$ cat src/rtl/or10_divider_request_adapter.sv
// or10_divider_request_adapter
//
// Sits between the OR10 execute stage and or10_external_divider. It accepts one
// l.div/l.divu request, widens both operands to 40 bits, and offers them on two
// independent AXI-Stream channels. It then waits for the 80-bit divider result
// and returns a 32-bit quotient/remainder with status flags and a one-cycle done
// pulse. Divide-by-zero is answered locally without touching the divider.
//
// Optional build macro: OR10_DIV_TIMEOUT_EN
//   When defined, WAIT is abandoned after TIMEOUT_CYCLES cycles with timed_out_o=1.
//   When undefined, WAIT lasts until the divider answers and timed_out_o is 0.
//
// Ports:
//   clock_i, reset_i              clock shared with the divider; synchronous active-high reset
//   start_i, is_signed_i          request strobe (IDLE only) and l.div/l.divu select
//   dividend_i, divisor_i         32-bit operands
//   busy_o, done_o                busy outside IDLE; one-cycle completion pulse
//   quotient_o, remainder_o       results, held until the next start
//   div_by_zero_o, overflow_o     result flags
//   protocol_error_o              sticky; dout_tvalid seen outside WAIT
//   timed_out_o                   result flag (timeout build only)
//   m_axis_dividend_*             widened dividend channel to the divider
//   m_axis_divisor_*              widened divisor channel to the divider
//   s_axis_dout_*                 80-bit result from the divider, no backpressure

module or10_divider_request_adapter #(
  parameter int unsigned TIMEOUT_CYCLES = 64
) (
  input  logic        clock_i,
  input  logic        reset_i,
  input  logic        start_i,
  input  logic        is_signed_i,
  input  logic [31:0] dividend_i,
  input  logic [31:0] divisor_i,
  output logic        busy_o,
  output logic        done_o,
  output logic [31:0] quotient_o,
  output logic [31:0] remainder_o,
  output logic        div_by_zero_o,
  output logic        overflow_o,
  output logic        protocol_error_o,
  output logic        timed_out_o,
  output logic        m_axis_dividend_tvalid_o,
  input  logic        m_axis_dividend_tready_i,
  output logic [39:0] m_axis_dividend_tdata_o,
  output logic        m_axis_divisor_tvalid_o,
  input  logic        m_axis_divisor_tready_i,
  output logic [39:0] m_axis_divisor_tdata_o,
  input  logic        s_axis_dout_tvalid_i,
  input  logic [79:0] s_axis_dout_tdata_i
);

  typedef enum logic [1:0] {StIdle, StSend, StWait, StDone} state_e;

  state_e      state_q, state_d;
  logic [39:0] dvd_q, dvd_d;
  logic [39:0] dvs_q, dvs_d;
  logic        dvd_sent_q, dvd_sent_d;
  logic        dvs_sent_q, dvs_sent_d;
  logic [31:0] quo_q, quo_d;
  logic [31:0] rem_q, rem_d;
  logic        dbz_q, dbz_d;
  logic        ovf_q, ovf_d;
  logic        perr_q, perr_d;
  logic        dvd_hs, dvs_hs;

`ifdef OR10_DIV_TIMEOUT_EN
  localparam int unsigned CntW = $clog2(TIMEOUT_CYCLES + 1);
  logic [CntW-1:0] cnt_q, cnt_d;
  logic            tout_q, tout_d;
`else
  logic unused_timeout_cfg;
  assign unused_timeout_cfg = ^TIMEOUT_CYCLES;
`endif

  // Upper byte of each 40-bit result field carries only sign/zero extension.
  logic unused_dout;
  assign unused_dout = ^{s_axis_dout_tdata_i[79:72], s_axis_dout_tdata_i[39:32]};

  // tvalid is a pure function of state, so it never depends on tready.
  assign m_axis_dividend_tvalid_o = (state_q == StSend) && !dvd_sent_q;
  assign m_axis_divisor_tvalid_o  = (state_q == StSend) && !dvs_sent_q;
  assign m_axis_dividend_tdata_o  = dvd_q;
  assign m_axis_divisor_tdata_o   = dvs_q;
  assign dvd_hs = m_axis_dividend_tvalid_o && m_axis_dividend_tready_i;
  assign dvs_hs = m_axis_divisor_tvalid_o && m_axis_divisor_tready_i;

  assign busy_o           = (state_q != StIdle);
  assign done_o           = (state_q == StDone);
  assign quotient_o       = quo_q;
  assign remainder_o      = rem_q;
  assign div_by_zero_o    = dbz_q;
  assign overflow_o       = ovf_q;
  assign protocol_error_o = perr_q;

  always_comb begin
    state_d    = state_q;
    dvd_d      = dvd_q;
    dvs_d      = dvs_q;
    dvd_sent_d = dvd_sent_q;
    dvs_sent_d = dvs_sent_q;
    quo_d      = quo_q;
    rem_d      = rem_q;
    dbz_d      = dbz_q;
    ovf_d      = ovf_q;
    perr_d     = perr_q;
`ifdef OR10_DIV_TIMEOUT_EN
    tout_d     = tout_q;
    cnt_d      = (state_q == StWait) ? cnt_q + CntW'(1) : '0;
`endif

    unique case (state_q)
      StIdle: begin
        if (start_i) begin
          dvd_d      = is_signed_i ? {{8{dividend_i[31]}}, dividend_i} : {8'h00, dividend_i};
          dvs_d      = is_signed_i ? {{8{divisor_i[31]}}, divisor_i} : {8'h00, divisor_i};
          dvd_sent_d = 1'b0;
          dvs_sent_d = 1'b0;
          quo_d      = '0;
          rem_d      = '0;
          dbz_d      = 1'b0;
          ovf_d      = 1'b0;
`ifdef OR10_DIV_TIMEOUT_EN
          tout_d     = 1'b0;
`endif
          if (divisor_i == '0) begin
            rem_d   = dividend_i;
            dbz_d   = 1'b1;
            state_d = StDone;
          end else begin
            ovf_d   = is_signed_i && (dividend_i == 32'h8000_0000)
                      && (divisor_i == 32'hFFFF_FFFF);
            state_d = StSend;
          end
        end
      end
      StSend: begin
        if (dvd_hs) dvd_sent_d = 1'b1;
        if (dvs_hs) dvs_sent_d = 1'b1;
        if (dvd_sent_d && dvs_sent_d) state_d = StWait;
      end
      StWait: begin
        if (s_axis_dout_tvalid_i) begin
          quo_d   = s_axis_dout_tdata_i[71:40];
          rem_d   = s_axis_dout_tdata_i[31:0];
          state_d = StDone;
        end
`ifdef OR10_DIV_TIMEOUT_EN
        else if (cnt_q == CntW'(TIMEOUT_CYCLES - 1)) begin
          quo_d   = '0;
          rem_d   = '0;
          tout_d  = 1'b1;
          state_d = StDone;
        end
`endif
      end
      StDone: state_d = StIdle;
      default: state_d = StIdle;
    endcase

    if (s_axis_dout_tvalid_i && (state_q != StWait)) perr_d = 1'b1;
  end

  always_ff @(posedge clock_i) begin
    if (reset_i) begin
      state_q    <= StIdle;
      dvd_q      <= '0;
      dvs_q      <= '0;
      dvd_sent_q <= 1'b0;
      dvs_sent_q <= 1'b0;
      quo_q      <= '0;
      rem_q      <= '0;
      dbz_q      <= 1'b0;
      ovf_q      <= 1'b0;
      perr_q     <= 1'b0;
    end else begin
      state_q    <= state_d;
      dvd_q      <= dvd_d;
      dvs_q      <= dvs_d;
      dvd_sent_q <= dvd_sent_d;
      dvs_sent_q <= dvs_sent_d;
      quo_q      <= quo_d;
      rem_q      <= rem_d;
      dbz_q      <= dbz_d;
      ovf_q      <= ovf_d;
      perr_q     <= perr_d;
    end
  end

`ifdef OR10_DIV_TIMEOUT_EN
  always_ff @(posedge clock_i) begin
    if (reset_i) begin
      cnt_q  <= '0;
      tout_q <= 1'b0;
    end else begin
      cnt_q  <= cnt_d;
      tout_q <= tout_d;
    end
  end
  assign timed_out_o = tout_q;
`else
  assign timed_out_o = 1'b0;
`endif

endmodule

$ cat config.mk
export PLATFORM = sky130hd
export DESIGN_NAME = or10_divider_request_adapter
export DESIGN_NICKNAME = d
export VERILOG_FILES = /design/src/rtl/or10_divider_request_adapter.sv
export SDC_FILE = /design/constraint.sdc
export NUM_CORES = 1
export LEC_CHECK = 0
export BUFFER_PORTS_ARGS = -buffer_cell sky130_fd_sc_hd__buf_2
export CORE_MARGIN = 5
export CORE_UTILIZATION = 49
export DETAILED_ROUTE_END_ITERATION = 16
export PLACE_DENSITY = 0.86
export RECOVER_POWER = 100
export SYNTH_ARGS = -nofsm -noshare
export SYNTH_HDL_FRONTEND = slang
export SYNTH_SLANG_ARGS = --single-unit
$ cat constraint.sdc
create_clock -name clock_i -period 4.13 [get_ports clock_i]
set_clock_uncertainty 0.05 [all_clocks]
set_input_delay 0.826 -clock clock_i [delete_from_list [all_inputs] [get_ports clock_i]]
set_output_delay 0.826 -clock clock_i [all_outputs]
set_load 0.02 [all_outputs]
# --- Word level (Yosys, flattened, before mapping) ---
# Index checks and enable logic that the tools add are counted.
totals:
  register_bits: 151
  out_inout_bits: 152
  wordCells: 61
  in_bits: 151
classes:
  mux: 23
  n_reduce_logical: 19
  eq_ne: 9
op_table:
  columns: ["op", "count"]
  rows:
  - ["two-way mux 32 bit", 5]
  - ["case mux 32 bit (2 select lines)", 2]
  - ["two-way mux 40 bit", 2]
  - ["equality test 32 bit (second input constant)", 2]
  - ["logical NOT 32 bit", 1]
  - ["logical AND 1 bit", 8]
  - ["two-way mux 2 bit", 4]
  - ["case mux 2 bit (4 select lines)", 1]
  - ["two-way mux 1 bit", 7]
  - ["!= test 2 bit (second input constant)", 3]
  - ["AND reduction 3 bit", 2]
  - ["nonzero test 2 bit", 3]
  - ["equality test 2 bit (second input constant)", 2]
  - ["case mux 1 bit (2 select lines)", 2]
  - ["AND reduction 2 bit", 2]
  - ["equality test 2 x 1 -> 1 bit (second input constant)", 1]
  - ["logical NOT 1 bit", 2]
  - ["logical NOT 2 bit", 1]
  - ["!= test 2 x 1 -> 1 bit (second input constant)", 1]

# --- Depth between registers and ports, before layout ---
# Gate-level depths: netlist (run 1).
depth:
  ltp_word: 8
  mapped_depth: 8
  mapped_depth_nobuf: 6

# --- Least setup slack after synthesis (run 1) ---
# OpenSTA, ideal clock, no wires.
synth_timing:
  path_type: "in2reg"
  startpoint: "input port divisor_i[28]"
  endpoint: "register rem_q[23], in the netlist remainder_o[23]"
  arrival_ns: 1.825
  path_stages: 6
  setup_slack_ns: 2.174
  required_ns: 3.999
  setup_ns: 0.081
  path_cell_list: "nor4_1 -> and4_1 -> buf_6 -> buf_12 -> nand4_1 -> a211oi_2"
synth_between:
  elab_chain_cells: 4
synth_lines:
  columns: ["item", "line", "text"]
  rows:
  - ["from (decl)", "34", "input logic [31:0] divisor_i,"]
  - ["logical NOT 32 bit", "126", "if (divisor_i == '0) begin"]
  - ["two-way mux 32 bit", "126", null]
  - ["two-way mux 32 bit", "114", "if (start_i) begin"]
  - ["case mux 32 bit (2 select lines)", "112", "unique case (state_q)"]
  - ["to (signal assigned)", "183", "rem_q <= rem_d;"]
  - ["to (decl)", "61", "logic [31:0] rem_q, rem_d;"]
# Every way passes these cells. The select of a mux whose other input is x is not followed.
# A chain may end at the register's enable or synchronous reset.

# --- Worst setup path in the final report (run 1) ---
layout_timing:
  startpoint: "register state_q[1]"
  endpoint: "register rem_q[9], in the netlist remainder_o[9]"
layout_between:
  elab_chain_cells: 3
  elab_cells_between_ends: 7
  cone_classes: "eq/ne (3); mux (1); reduce/logical (3)"
layout_lines:
  columns: ["item", "line", "text"]
  rows:
  - ["from (decl)", "55", "state_e state_q, state_d;"]
  - ["from (signal assigned)", "166", "state_q <= StIdle;"]
  - ["from (signal assigned)", "177", "state_q <= state_d;"]
  - ["equality test 2 bit or logical NOT 2 bit (tied branches)", "112", null]
  - ["!= test 2 bit (no source line) or nonzero test 2 bit (tied branches)", null, null]
  - ["AND reduction 3 bit (no source line)", null, null]
# Parallel ways exist; a longest one is shown, timed or not.

==> results by group, run 1 <==
Status
  • Status: finished, violations left
  • Failing checks: capacitance limit, slew limit

GRT
  • GRT Util Overall: 0.263
  • Initial antenna violation count: 0
  • Largest net degree at the start of global routing: 90
  • Vias in the first global route: around 5700
  • Overflow after GRT: 0
  • First-pass GRT wire length: just under 30 mm

STA
  • Unrepaired setup endpoints after global routing: false
  • Final worst slack: 0.719 ns
  • Final setup fails: 0
  • Relative slew margins: -0.233
  • Fmax: 293 MHz
  • Final period util: 0.826
  • Hold slack: ~0.40 ns
  • Final min period: approximately 3.4 ns
  • Worst slew pin tran: approximately 1.8 ns
  • Fin. Hold Viols: 0
  • Slew Limit Fails: 90
  • Setup TNS: 0 ns

Floorplanning
  • Die width: around 120 um
  • Number of placed I/O pins: 303
  • Die area: between 0.01 and 0.015 sq mm
  • Initial Util: 0.501
  • Die Ht: about 120 um
  • Total core area: between 0.01 and 0.015 sq mm
  • # rows: 39

Worst setup path
  • Data arrival, critical path: roughly 3.6 ns
  • CP endpoint: remainder_o[9]$_SDFFE_PP0P_
  • Reg2reg setup slack: about 0.72 ns
  • Startpoint types: register
  • Crit end category: register
  • Reg-to-Reg Start: state_q[1]$_SDFFE_PP0P_
  • Maximum fanout along the worst path: 34
  • CP Class: register to register
  • R2r endpoint: remainder_o[9]$_SDFFE_PP0P_
  • Required time worst endpoint: 4.28 ns
  • FF-to-FF path depth: 5
  • Crit path launch: state_q[1]$_SDFFE_PP0P_

Power and ir drop
  • Pwr Density: about 740 mW/mm^2
  • Sequential Power Share: 0.327
  • Static Leak: approximately 2.8 nW
  • Net switching power: around 2.2 mW
  • Clk network pwr share: 0.298
  • P_int: around 3.2 mW
  • Peak supply drop: 0.000415 V
  • Combinational share of power: 0.375
  • Sw frac: 0.402

Clock network
  • CTS Sinks: around 140
  • Clock buffer count from CTS: 17
  • CTS tree: built
  • Root Driver: clkbuf_16
  • Setup bufs post-CTS: 0
  • Later-pin clock latency in the skew report: between 0.4 and 0.5 ns
  • # resized after CTS: 0
  • Clock slew at reported path FFs: about 0.06 ns
  • Clk buf depth: 2
  • Hold_buf cts: 0
  • # H-tree levels: 4

Drt
  • DR iter-0 viols: slightly below 700
  • First-pass DRT Iterations: 7
  • Routed Antenna Nets: 0
  • # DRC: 0
  • DR vias: around 6100
  • Routed vias/inst: 5.71
  • Total Wirelength: 19.4 mm
  • Routed wire per std cell: about 18 um

Yosys
  • Synthesized instance count: 675
  • Number of synthesis warnings: 0
  • Yosys cell types: 36
  • Synth Area per Inst: approximately 8.5 sq um
  • Yosys reg bits: 137
  • Syn nets: slightly above 800
  • Mapped cell area: roughly 0.0057 sq mm
  • Post-synthesis sequential area ratio: 0.479

Final layout
  • Layout area overhead: 27.1%
  • N_diodes: 0
  • Fill cells: 1093
  • Nets: 1068
  • Fin cells: between 1000 and 1500
  • Share of layout cells above drive strength 1: 0.192

Flow run
  • Max cap viols: 1

Placed design
  • Final Wtd Congestion: roughly 0.87
  • Port bufs: 285
  • Placed cells: 1037
  • Setup slack at placement: 1.26 ns
  • HPWL after DPL: 13.4 mm

Hold path
  • Hold_sp: m_axis_dividend_tdata_o[29]$_SDFFE_PP0P_
  • Worst hold path class: register to register
state kept, by name, summed over array words and instances (netlist names):
name and flops:
m_axis_dividend_tdata_o 33, m_axis_divisor_tdata_o 33, quotient_o 32, remainder_o 32, state_q 2, div_by_zero_o 1, dvd_sent_q 1, dvs_sent_q 1
overflow_o 1, protocol_error_o 1
metrics by stage:
step	total power, mW	util	instance area, sq um
finish	5.41	0.637	7280
global route	5.70	0.637	7280
CTS	5.62	0.665	7600
detailed placement	3.99	0.609	6960
global placement	3.94	0.609	6960
floorplan	3.33	-	5720
synthesized netlist by cell type:
library cell	number	area, sq um
nor4_1	14	87.6
inv_1	3	11.3
nand4_1	40	250
nor2b_1	2	12.5
nor3_1	1	5.00
nand2b_1	4	25.0
buf_2	21	105
a21oi_1	102	510
nand2_1	135	507
or4b_1	1	10.0
o21ai_0	3	15.0
o22ai_1	1	6.26
nand3_1	3	15.0
buf_12	3	60.1
or4_1	3	22.5
a211oi_1	6	45.0
nor2_1	66	248
nand4b_1	2	17.5
buf_6	4	45.0
dfxtp_1	137	2740
and2_1	1	6.26
a31oi_1	2	12.5
and4_1	2	17.5
clkinv_1	1	3.75
a211oi_2	29	363
a22oi_1	32	240
clkbuf_1	29	109
a311oi_1	1	8.76
o21ai_1	1	5.00
buf_4	16	120
ha_1	4	50.1
nand3b_1	1	7.51
and3_1	2	12.5
o211a_1	1	10.0
conb_1	1	3.75
o211ai_2	1	12.5
logic make-up after synthesis:
| family | after synthesis | synth area share |
|---|---|---|
| compound gates | 179 | 0.215 |
| flops | 137 | 0.479 |
| simple gates | 277 | 0.217 |
| other cells | 1 | 0.000655 |
| fa+ha+maj | 4 | 0.00875 |
| buf+inv | 77 | 0.0794 |
cell usage in the layout (no fill, tap or decap), types with 2 or more instances in the layout:
master        n
nor4_1       14
inv_1         3
nand2_1     135
bufinv_16     4
a31oi_1       2
and4_1        2
nor2b_1       2
clkbuf_16    17
ha_1          4
a211oi_2      5
nand4b_1      2
buf_4         4
nand3_1       3
clkinvlp_4    5
clkbuf_1    153
nor2_1       66
nand2b_1      4
buf_2       133
clkbuf_8      3
a211oi_1     30
clkbuf_2      4
dfxtp_1     137
a21oi_1     102
o21ai_0       4
or4_1         3
and3_1        2
a22oi_1      32
nand4_1      40
area by class of cell:
| cell class | instances | area [sq um] | share of cell area |
|---|---|---|---|
| multi-input cells | 461 | 2420 | 0.332 |
| clock buffers | 22 | 474 | 0.0652 |
| flip-flops and latches | 137 | 2740 | 0.377 |
| well taps | 143 | 179 | 0.0246 |
| inverters | 4 | 15.0 | 0.00206 |
| clock inverters | 10 | 166 | 0.0229 |
| repair buffers | 292 | 1280 | 0.176 |
worst min path at each step:
stage,to,slack [ns],cells past startpoint
after floorplan,dvd_sent_q$_SDFFE_PP0P_,0.47,2
after global placement,m_axis_dividend_tdata_o[16]$_SDFFE_PP0P_,0.39,2
after detailed placement,m_axis_divisor_tdata_o[12]$_SDFFE_PP0P_,0.39,2
after CTS,m_axis_divisor_tdata_o[12]$_SDFFE_PP0P_,0.40,2
after global routing,m_axis_divisor_tdata_o[15]$_SDFFE_PP0P_,0.41,2
final,m_axis_dividend_tdata_o[29]$_SDFFE_PP0P_,0.40,2
routing by layer:
layer	vias to the layer above	GRT usage	part of all wire
li1	2842	-	-
met1	2791	0.306	0.37
met2	399	0.418	0.47
met3	67	0.0961	0.11
met4	0	0.141	0.043
met5	-	0	0
power groups by stage:
stage / clock network [mW] / registers [mW] / logic (mW)
finish: 1.61 / 1.77 / 2.03
CTS: 1.63 / 1.76 / 2.22
global placement: 0 / 1.77 / 2.16
floorplan: 0 / 2.10 / 1.23
detailed placement: 0 / 1.78 / 2.21
global route: 1.69 / 1.80 / 2.21
critical path, cell delays in order, from the launching register on:
cell and delay, ns:
dfxtp_1 0.40, ha_1 0.31, clkbuf_2 0.68, clkinv_1 1.13, nand4_1 0.48, a211oi_1 0.13
Power figures use the tool's default switching activity.
==> run 2: changes to the inputs <==
--- a/config.mk
+++ b/config.mk
@@ -7,9 +7,9 @@
 export LEC_CHECK = 0
 export BUFFER_PORTS_ARGS = -buffer_cell sky130_fd_sc_hd__buf_2
 export CORE_MARGIN = 5
-export CORE_UTILIZATION = 49
+export CORE_UTILIZATION = 45
 export DETAILED_ROUTE_END_ITERATION = 16
-export PLACE_DENSITY = 0.86
+export PLACE_DENSITY = 0.8
 export RECOVER_POWER = 100
 export SYNTH_ARGS = -nofsm -noshare
 export SYNTH_HDL_FRONTEND = slang
==> constraint.sdc (replaced) <==
create_clock -name clock_i -period 3.3 [get_ports clock_i]
set_clock_uncertainty 0.05 [all_clocks]
set_input_delay 0.66 -clock clock_i [delete_from_list [all_inputs] [get_ports clock_i]]
set_output_delay 0.66 -clock clock_i [all_outputs]
set_load 0.02 [all_outputs]
==> run 2 against run 1 <==
  * The flow now finishes without violations
  * Critical path depth up 1
  * Clock-buffer cell count up 2
  * Core utilization down 4.5 points
  * Register-to-register slack worse by 0.27 ns
  * Critical endpoint is now remainder_o[15]$_SDFFE_PP0P_
==> results by group, run 2 (synthesis results as in run 1) <==
GRT
  • GRT Util Overall: 0.247 (-0.0159)
  • Overflow after GRT: 0 (unchanged)
  • First-pass GRT wire length: 28.8 mm (-3.4%)
  • Largest net degree at the start of global routing: 63 (-30%)
  • Initial antenna violation count: 1 (+1)
  • Vias in the first global route: 5666 (-0.93%)

STA
  • Fmax: 351 MHz (+20%)
  • Relative slew margins: 0.0366 (+0.269)
  • Final period util: 0.864 (+0.0380)
  • Unrepaired setup endpoints after global routing: false
  • Fin. Hold Viols: 0 (unchanged)
  • Final min period: 2.85 ns (-0.560 ns)
  • Setup TNS: 0 ns (unchanged)
  • Worst slew pin tran: 1.45 ns (-0.404 ns)
  • Slew Limit Fails: 0 (-100%)
  • Final setup fails: 0 (unchanged)

Clock network
  • Root Driver: clkbuf_16
  • Later-pin clock latency in the skew report: 0.42 ns (about the same)
  • # H-tree levels: 4 (unchanged)
  • CTS Sinks: 137 (unchanged)
  • CTS tree: built
  • Clk buf depth: 2 (unchanged)
  • # resized after CTS: 0 (unchanged)
  • Hold_buf cts: 0 (unchanged)
  • Setup bufs post-CTS: 0 (unchanged)
  • Clock slew at reported path FFs: 0.06 ns (about the same)
  • Clock buffer count from CTS: 17 (unchanged)

Floorplanning
  • Die Ht: 123 um (+4.0%)
  • Die width: 123 um (+4.0%)
  • Die area: 0.0151 sq mm (+8.1%)
  • # rows: 41 (+5.1%)
  • Initial Util: 0.455 (-0.0459)
  • Number of placed I/O pins: 303 (unchanged)
  • Total core area: 0.0126 sq mm (+10%)

Power and ir drop
  • Pwr Total: 6.95 mW (+28%)
  • Static Leak: 2.83 nW (+1.6%)
  • Pwr Density: 934 mW/mm^2 (+26%)
  • Peak supply drop: 0.000643 V (+55%)

Worst setup path
  • FF-to-FF path depth: 6 (+1)
  • Startpoint types: register
  • Maximum fanout along the worst path: 35 (+2.9%)
  • Crit end category: register
  • Data arrival, critical path: 3.11 ns (-0.45 ns)
  • CP Class: register to register
  • Crit path launch: state_q[0]$_SDFFE_PP0P_
  • Required time worst endpoint: 3.56 ns (-0.72 ns)
  • Reg-to-Reg Start: state_q[0]$_SDFFE_PP0P_

Final layout
  • Fin cells: 1102 (+3.1%)
  • Core Util, Final: 0.592 (-0.0455)
  • Layout area overhead: 30.0%
  • Nets: 1072 (+0.37%)
  • Most common library cell in the layout ignoring fill and taps: clkbuf_1
  • Design Area, Final: 0.00744 sq mm (+2.2%)
  • Most frequent cells in the layout: clkbuf_1 (157), dfxtp_1 (137), nand2_1 (135)
  • Share of layout cells above drive strength 1: 0.208 (+0.0155)

Placed design
  • HPWL after DPL: 13.7 mm (+2.3%)
  • Final Wtd Congestion: 0.814 (-6.1%)
  • Placed cells: 1070 (+3.2%)
  • Port bufs: 285 (unchanged)
  • Cell Area, Placed: 0.00705 sq mm (+1.3%)

Drt
  • # DRC: 0 (unchanged)
  • Routed Antenna Nets: 0 (unchanged)
  • DR iter-0 viols: 516 (-24%)
  • DR vias: 5986 (-1.9%)
  • Routed wire per std cell: 17.8 um (-2.2%)
  • Total Wirelength: 19.6 mm (+0.84%)
  • Routed vias/inst: 5.43 (-4.8%)
  • First-pass DRT Iterations: 5 (-2)

Flow run
  • Max cap viols: 0 (-1)

Status
  • Status: complete, no violations

Hold path
  • Hold_sp: m_axis_dividend_tdata_o[25]$_SDFFE_PP0P_
  • Worst hold path cell count: 2 (unchanged)
  • Worst hold path class: register to register
==> run 2: cell types whose count changed in the layout (fill, tap and decap cells not counted), sizes merged <==
cell / change
buf: +4
diode: +1
bufinv: +1
clkinvlp: -4
clkbuf: +2
==> run 2: metal layers <==
metal / share of wire / global-route usage / vias up
met5: 0.00066 / 0 / -
met4: 0.021 / 0.0987 / 2
met3: 0.11 / 0.0935 / 34
met2: 0.48 / 0.412 / 316
met1: 0.39 / 0.285 / 2790
li1: - / - / 2844
==> run 2: final cells by class <==
class / instances / area [sq um]
Clock inverter: 7 / 166
Inverter: 4 / 15.0
Clock buffer: 24 / 462
Fill cell: 1231 / 5130
Antenna cell: 1 / 2.50
Multi-Input combinational cell: 461 / 2500
Timing Repair Buffer: 296 / 1340
Tap cell: 172 / 215
Sequential cell: 137 / 2740
==> run 2: through the flow <==
stage / worst slack, ns / hold slack, ns
2_1_floorplan: 1.51 / 0.466
3_3_place_gp: 0.790 / 0.390
3_5_place_dp: 0.723 / 0.394
4_1_cts: 0.696 / 0.401
5_1_grt: 0.274 / 0.420
6_report: 0.449 / 0.403
==> run 2: final timing paths <==
| check | to | slack, ns |
|---|---|---|
| max | remainder_o[15]$_SDFFE_PP0P_ | 0.45 |
| min | m_axis_dividend_tdata_o[25]$_SDFFE_PP0P_ | 0.40 |
| max reg2reg | remainder_o[15]$_SDFFE_PP0P_ | 0.45 |
| min reg2reg | m_axis_dividend_tdata_o[25]$_SDFFE_PP0P_ | 0.40 |
==> run 2: report_power, final <==
group	total, mW	switching [mW]	internal [mW]	leakage (nW)
Combinational	2.69	1.90	0.788	1.41
Sequential	2.21	0.196	2.01	1.12
Clock	2.04	0.683	1.36	0.299
==> run 2: critical path, stage by stage (launching register included) <==
cell      delay (ns)
dfxtp_1         0.38
inv_1           0.08
ha_1            0.37
o211ai_4        0.82
clkbuf_2        0.64
a21oi_1         0.09
a211oi_1        0.28
